--- src/rtl/pipelined_cla_adder.sv ---
// Pipelined carry-lookahead adder/subtractor: one 4-way lookahead level per stage,
// top-down carry resolution and sum formation in the last stage, elastic valid/ready flow.
module pipelined_cla_adder #(
    parameter  int LEVELS = 2,
    localparam int WIDTH  = 4**LEVELS,
    localparam int LAT    = LEVELS + 2
) (
    input  logic             clk,
    input  logic             rst_n,
    input  logic             in_valid,
    output logic             in_ready,
    input  logic [WIDTH-1:0] a,
    input  logic [WIDTH-1:0] b,
    input  logic             c_in,
    input  logic             sub,
    output logic             out_valid,
    input  logic             out_ready,
    output logic [WIDTH-1:0] sum,
    output logic             c_out,
    output logic             ovf,
    output logic             p_out,
    output logic             g_out
);

    logic             adv;
    logic [LAT-1:0]   vld_q;

    // [stage][level] propagate/generate words; stage s holds levels 0..s
    logic [WIDTH-1:0] lp_q [0:LEVELS][0:LEVELS];
    logic [WIDTH-1:0] lg_q [0:LEVELS][0:LEVELS];
    logic [WIDTH-1:0] lp_d [0:LEVELS][0:LEVELS];
    logic [WIDTH-1:0] lg_d [0:LEVELS][0:LEVELS];
    logic [LEVELS:0]  cin_q, cin_d;

    logic [WIDTH-1:0] car [0:LEVELS];
    logic [WIDTH-1:0] b_eff;
    logic [WIDTH-1:0] sum_q, sum_d;
    logic             c_out_q, c_out_d;
    logic             ovf_q, ovf_d;
    logic             p_out_q, g_out_q;

    function automatic logic [2*WIDTH-1:0] group4(input logic [WIDTH-1:0] p,
                                                  input logic [WIDTH-1:0] g);
        logic [WIDTH-1:0] gp, gg;
        gp = '0;
        gg = '0;
        for (int j = 0; j < WIDTH/4; j++) begin
            gp[j] = &p[4*j +: 4];
            gg[j] = g[4*j+3]
                  | (p[4*j+3] & g[4*j+2])
                  | (p[4*j+3] & p[4*j+2] & g[4*j+1])
                  | (p[4*j+3] & p[4*j+2] & p[4*j+1] & g[4*j]);
        end
        return {gp, gg};
    endfunction

    // Carries into each of four sub-blocks given the carry into the block.
    function automatic logic [3:0] cla4(input logic [3:0] p, input logic [3:0] g,
                                        input logic c);
        logic [3:0] cy;
        cy[0] = c;
        cy[1] = g[0] | (p[0] & c);
        cy[2] = g[1] | (p[1] & g[0]) | (p[1] & p[0] & c);
        cy[3] = g[2] | (p[2] & g[1]) | (p[2] & p[1] & g[0]) | (p[2] & p[1] & p[0] & c);
        return cy;
    endfunction

    assign adv       = !vld_q[LAT-1] || out_ready;
    assign in_ready  = adv;
    assign out_valid = vld_q[LAT-1];
    assign sum       = sum_q;
    assign c_out     = c_out_q;
    assign ovf       = ovf_q;
    assign p_out     = p_out_q;
    assign g_out     = g_out_q;

    always_comb begin
        for (int s = 0; s <= LEVELS; s++) begin
            for (int l = 0; l <= LEVELS; l++) begin
                lp_d[s][l] = '0;
                lg_d[s][l] = '0;
            end
        end
        cin_d = '0;

        b_eff      = sub ? ~b : b;
        lp_d[0][0] = a ^ b_eff;
        lg_d[0][0] = a & b_eff;
        cin_d[0]   = sub | c_in;

        for (int s = 1; s <= LEVELS; s++) begin
            cin_d[s] = cin_q[s-1];
            for (int l = 0; l < s; l++) begin
                lp_d[s][l] = lp_q[s-1][l];
                lg_d[s][l] = lg_q[s-1][l];
            end
            {lp_d[s][s], lg_d[s][s]} = group4(lp_q[s-1][s-1], lg_q[s-1][s-1]);
        end
    end

    // Final stage: push the carry-in down through every lookahead level to bit carries.
    always_comb begin
        for (int l = 0; l <= LEVELS; l++) car[l] = '0;
        car[LEVELS][0] = cin_q[LEVELS];
        for (int l = LEVELS; l >= 1; l--) begin
            for (int j = 0; j < WIDTH/4; j++) begin
                car[l-1][4*j +: 4] = cla4(lp_q[LEVELS][l-1][4*j +: 4],
                                          lg_q[LEVELS][l-1][4*j +: 4], car[l][j]);
            end
        end
        sum_d   = lp_q[LEVELS][0] ^ car[0];
        c_out_d = lg_q[LEVELS][LEVELS][0] | (lp_q[LEVELS][LEVELS][0] & cin_q[LEVELS]);
        ovf_d   = car[0][WIDTH-1] ^ c_out_d;
    end

    always_ff @(posedge clk or negedge rst_n) begin
        if (!rst_n) begin
            vld_q   <= '0;
            sum_q   <= '0;
            c_out_q <= 1'b0;
            ovf_q   <= 1'b0;
            p_out_q <= 1'b0;
            g_out_q <= 1'b0;
        end else if (adv) begin
            vld_q   <= {vld_q[LAT-2:0], in_valid};
            sum_q   <= sum_d;
            c_out_q <= c_out_d;
            ovf_q   <= ovf_d;
            p_out_q <= lp_q[LEVELS][LEVELS][0];
            g_out_q <= lg_q[LEVELS][LEVELS][0];
        end
    end

    // Datapath stages carry no reset; their valid bits qualify them.
    always_ff @(posedge clk) begin
        if (adv) begin
            lp_q  <= lp_d;
            lg_q  <= lg_d;
            cin_q <= cin_d;
        end
    end

endmodule

--- config.mk ---
export PLATFORM = sky130hd
export DESIGN_NAME = pipelined_cla_adder
export DESIGN_NICKNAME = d
export VERILOG_FILES = /design/src/rtl/pipelined_cla_adder.sv
export SDC_FILE = /design/constraint.sdc
export NUM_CORES = 1
export LEC_CHECK = 0
export CAP_MARGIN = 5
export CORE_ASPECT_RATIO = 0.75
export CORE_MARGIN = 2
export CORE_UTILIZATION = 55
export CTS_BUF_LIST = sky130_fd_sc_hd__clkbuf_16
export CTS_CLUSTER_DIAMETER = 30
export DETAILED_ROUTE_END_ITERATION = 8
export GPL_TIMING_DRIVEN = 0
export HOLD_SLACK_MARGIN = 0.03
export PLACE_DENSITY = 0.84
export SLEW_MARGIN = 5
export SYNTH_ARGS = -nofsm -noshare
export SYNTH_HDL_FRONTEND = slang
export SYNTH_SLANG_ARGS = --single-unit
--- constraint.sdc ---
create_clock -name clk -period 10.7 [get_ports clk]
set_clock_uncertainty 0.05 [all_clocks]
set_input_delay 1.605 -clock clk [delete_from_list [all_inputs] [get_ports clk]]
set_output_delay 1.605 -clock clk [all_outputs]
set_load 0.01 [all_outputs]
### After elaboration in Yosys (flattened, before gate mapping)

Index checks and enable logic that the tools add are counted.

| storage, ports and cells | value |
|---|---|
| flip-flop bits (word level) | 137 |
| input bits | 38 |
| output and inout bits | 22 |
| word-level logic and storage cells | 150 |

| cells by class | value |
|---|---|
| muxes and demuxes | 1 |
| bitwise operators | 123 |
| reductions and logical operators | 7 |

Operators by type and width:

| kind | number |
|---|---|
| AND 1 bit | 71 |
| bitwise OR 1 bit | 47 |
| bitwise XOR 16 bit | 2 |
| AND reduction 4 bit | 5 |
| AND 16 bit | 1 |
| two-way mux 16 bit | 1 |
| inverter 16 bit | 1 |
| logical NOT 1 bit | 1 |
| logical OR 1 bit | 1 |
| bitwise XOR 1 bit | 1 |

### Logic depth before layout (Yosys ltp)

Gate-level depths: netlist of run 1.

| depth | value |
|---|---|
| word-level depth | 7 |
| gate-level depth with buffers | 7 |
| gate-level depth less buffers | 7 |

### Worst setup path after synthesis of run 1

OpenSTA, ideal clock, no wires.

| timing | value |
|---|---|
| path kind | input -> output |
| start | input out_ready |
| end | output in_ready |
| arrival | 4.899 ns |
| required time | 9.045 ns |
| slack | 4.146 ns |
| stages | 3 |
| path buffers | 1 |
| cell sequence | nor2b_1 -> inv_1 -> clkbuf_1 |

| between the ends | value |
|---|---|
| cells in the longest elaborated chain, start to end | 1 |

RTL lines:

| what | RTL line | text |
|---|---|---|
| from (decl) | 17 | `input logic out_ready,` |
| logical OR 1 bit | 68 | `assign adv = !vld_q[LAT-1] \|\| out_ready;` |
| to (decl) | 11 | `output logic in_ready,` |

No other way between the ends.

### Worst setup path after layout of run 1

Same ends and word-level chain as after synthesis.

==> results of run 1 <==
[power groups by stage]
stage | Clock [mW] | Sequential [mW] | Combinational, mW
floorplan | 0 | 0.906 | 0.216
global placement | 0 | 0.913 | 0.372
detailed placement | 0 | 0.908 | 0.402
CTS | 0.580 | 0.904 | 0.411
global route | 0.601 | 0.929 | 0.446
finish | 0.575 | 0.905 | 0.410
[sequential cells by signal, indices dropped and copies added, names as in the netlist]
| register | count |
|---|---|
| ovf | 1 |
| p_out | 1 |
| g_out | 1 |
| lg_q | 16 |
| cin_q | 3 |
| lp_q | 20 |
| c_out | 1 |
| vld_q | 4 |
| lg_d | 32 |
| lp_d | 36 |
| sum | 16 |
[worst max-delay path: stages]
cell             delay [ns]
clkdlybuf4s50_1        0.45
nor2b_1                0.05
inv_1                  0.08
clkbuf_4               0.30
buf_16                 0.30
buf_12                 0.28
clkdlybuf4s50_1        0.58
[cell type report]
class | instances | area (sq um)
Timing Repair Buffer | 60 | 628
Clock buffer | 17 | 425
Inverter | 2 | 7.51
Tap cell | 112 | 140
Sequential cell | 131 | 3810
Fill cell | 559 | 2580
Clock inverter | 15 | 166
Multi-Input combinational cell | 166 | 1140
Buffer | 7 | 36.3
[worst max-delay path by stage]
stage                         start       end  slack [ns]  cells after the start
after floorplan           out_ready  in_ready        4.15                      3
after global placement    out_ready  in_ready        1.70                      5
after detailed placement  out_ready  in_ready        5.36                      7
after CTS                 out_ready  in_ready        5.35                      7
after global routing      out_ready  in_ready        5.26                      7
final                     out_ready  in_ready        5.35                      7
[metrics by stage]
| stage | power (mW) | area (sq um) | setup WS, ns | hold WS, ns |
|---|---|---|---|---|
| 2_1_floorplan | 1.12 | 4990 | 4.15 | 0.350 |
| 3_3_place_gp | 1.28 | 5710 | 1.70 | 0.355 |
| 3_5_place_dp | 1.31 | 5760 | 5.36 | 0.355 |
| 4_1_cts | 1.89 | 6360 | 5.35 | 0.366 |
| 5_1_grt | 1.98 | 6360 | 5.26 | 0.366 |
| 6_report | 1.89 | 6360 | 5.35 | 0.364 |
[cell families (layout without fill, tap and decap cells)]
| group | after synthesis | count (layout) | synth area share, % |
|---|---|---|---|
| adder cells (fa/ha/maj) | 20 | 20 | 5.01 |
| AND/OR/NAND/NOR | 68 | 68 | 6.34 |
| AO/OA/AOI/OAI | 50 | 50 | 6.54 |
| buffers and inverters | 9 | 101 | 0.802 |
| flip-flops | 131 | 131 | 76.4 |
| XOR/XNOR | 28 | 28 | 4.91 |
[layout by cell type, fill, tap and decap left out, drive strengths merged, types with 2 or more instances in the layout]
master           n
buf              7
xor2            24
clkinvlp         4
a21o             5
nand2b           6
inv              4
clkbuf          19
nor2b            6
xnor2            4
and4             5
ha              20
edfxtp         107
dfrtp           24
a211oi           3
o21ai           20
o21bai           2
a21oi           15
bufinv           3
nor2             9
clkdlybuf4s50   58
clkinv           6
nand2           39
[per-layer routing]
| metal | part of all wire, % | wire length (um) | vias to the layer above |
|---|---|---|---|
| met5 | 0 | 0 | - |
| met4 | 1.3 | 106 | 0 |
| met3 | 6.3 | 531 | 13 |
| met2 | 49 | 4100 | 86 |
| met1 | 43 | 3630 | 1302 |
| li1 | - | - | 1281 |
==> results.toml, run 1 <==
[outcome]
status = "finished, final reports clean"

[layout]
final_nets = 443
final_cells = 510
final_util_pct = 71.1
antenna_cells = 0
area_delta_synth_final_pct = 27.3
drive_gt1_share_pct = 11.6

[critical_path]
regToRegStartpoint = "cin_q[2]"
r2r_end = "sum[13]"
cp-end-kind = "output port"
reg2reg_slack_ns = 8.75
cp-start-kind = "primary input"
crit_fanout = 56
crit_type = "in2out"
reg2regPathDepth = 7
cp.arrival_ns = 3.69
required_ns = 9.05

[global_routing]
gr-usage-met3_pct = 6.50
grt_first_pass_wirelength_um = 13400
grt_pass1_vias = 2638
grt_antenna_before_repair = 0
grt_max_degree = 57
grtUsageMet2_pct = 29.4
met1_usage_pct = 23.3
grt.overflow.total = 0
top_usage_layer = "met2"
grt_usage_pct = 18.5

[sta]
rsz0062_at_grt = "no"
max_slew_margin_pct = 31.0
min_period_ns = 5.35
setup_viol = 0
tns_ns = 0
max_freq_ghz = 0.187
report.final.hold_viol_count = 0
tightest_slew_ns = 1.03
min_period_over_period_pct = 50.0
drv_slew = 0

[pwr]
comb_power_share_pct = 21.7
p_switching_mw = 0.531
power_leakage_nw = 2.49
ir_drop_mv = 0.121
clockPowerShare_pct = 30.4
pwr_density_cell_nw_per_um2 = 297
internal_power_mw = 1.36
switching_share_pct = 28.1
power_frac_seq_pct = 47.9

[synthesis]
synth_top_cells_by_area = "edfxtp_1 64%, dfrtp_1 12%, ha_1 5.0%"
ys_ff_latch = 131
yosys_warnings = 0
synth_fp_nets = 364
mappedNetlistArea_sq_um = 4990
syn_area_per_cell_sq_um = 16.3
async_reset_ff_share_pct = 18.3
synth-seq-area-share_pct = 76.4
synth_common_cells = "107 x edfxtp_1, 39 x nand2_1, 24 x dfrtp_1, 24 x xor2_1, 20 x ha_1"
synth_top_flop_cell = "edfxtp_1"
netlist.area_leader.share_pct = 64.4
yosysMostFrequentCell = "edfxtp_1"
yosysUniqueCellTypes = 30
synth_edf_count = 107
syn-instance-count = 306
synth_area_leader_cell = "edfxtp_1"

[worst_hold_path]
min_from = "lp_d[35]"
worstHoldEndpoint = "lp_q[35]"
hold_class = "reg2reg"
worstHoldPathCells = 0

[route]
vias = 2682
first_pass_iters = 5
drc = 0
viasPerCell = 5.26
routed_wl_um = 8370
post_drt_wl_per_cell_um = 16.4
ant_nets = 0
drtIter0Drc = 137

[cts]
cts.htree.levels = 4
cts_buffers = 17
cts_tree = "built"
clk_pin_slew_worst_paths_ns = 0.06
cts_setup_buffers = 0
cts_root_buf = "clkbuf_16"
cts_resized = 0
cts_sinks = 131
clk_latency_ns = 0.41
ctsHoldBuffers = 0
clk_path_buf_depth = 2

[die]
io_pins = 60
core.rowCount = 30
die_area_sq_um = 9860
die_h_um = 86.5
initial_core_util_pct = 55.9
die_x_um = 114
core_area_sq_um = 8930

[placed_design]
port_buffers = 58
place_congestion = 0.789
place_hpwl_um = 5260
dp_cells = 478

[flow_run]
drv_cap = 0
No activity file was read; power rests on OpenSTA's default activity.
==> run 2, diff against run 1 <==
==> constraint.sdc (replaced) <==
create_clock -name clk -period 5.4 [get_ports clk]
set_clock_uncertainty 0.05 [all_clocks]
set_input_delay 0.81 -clock clk [delete_from_list [all_inputs] [get_ports clk]]
set_output_delay 0.81 -clock clk [all_outputs]
set_load 0.01 [all_outputs]
==> results of run 2 <==
The final DEF is identical to that of run 1. Status: finished, final reports clean.
Among the figures that moved: setup slack after placement 5.36 ns -> 1.65 ns; setup slack after layout 5.35 ns -> 1.64 ns; register-to-register setup slack 8.75 ns -> 3.45 ns; total power 1.89 mW -> 3.74 mW; worst IR drop on VDD 0.121 mV -> 0.240 mV
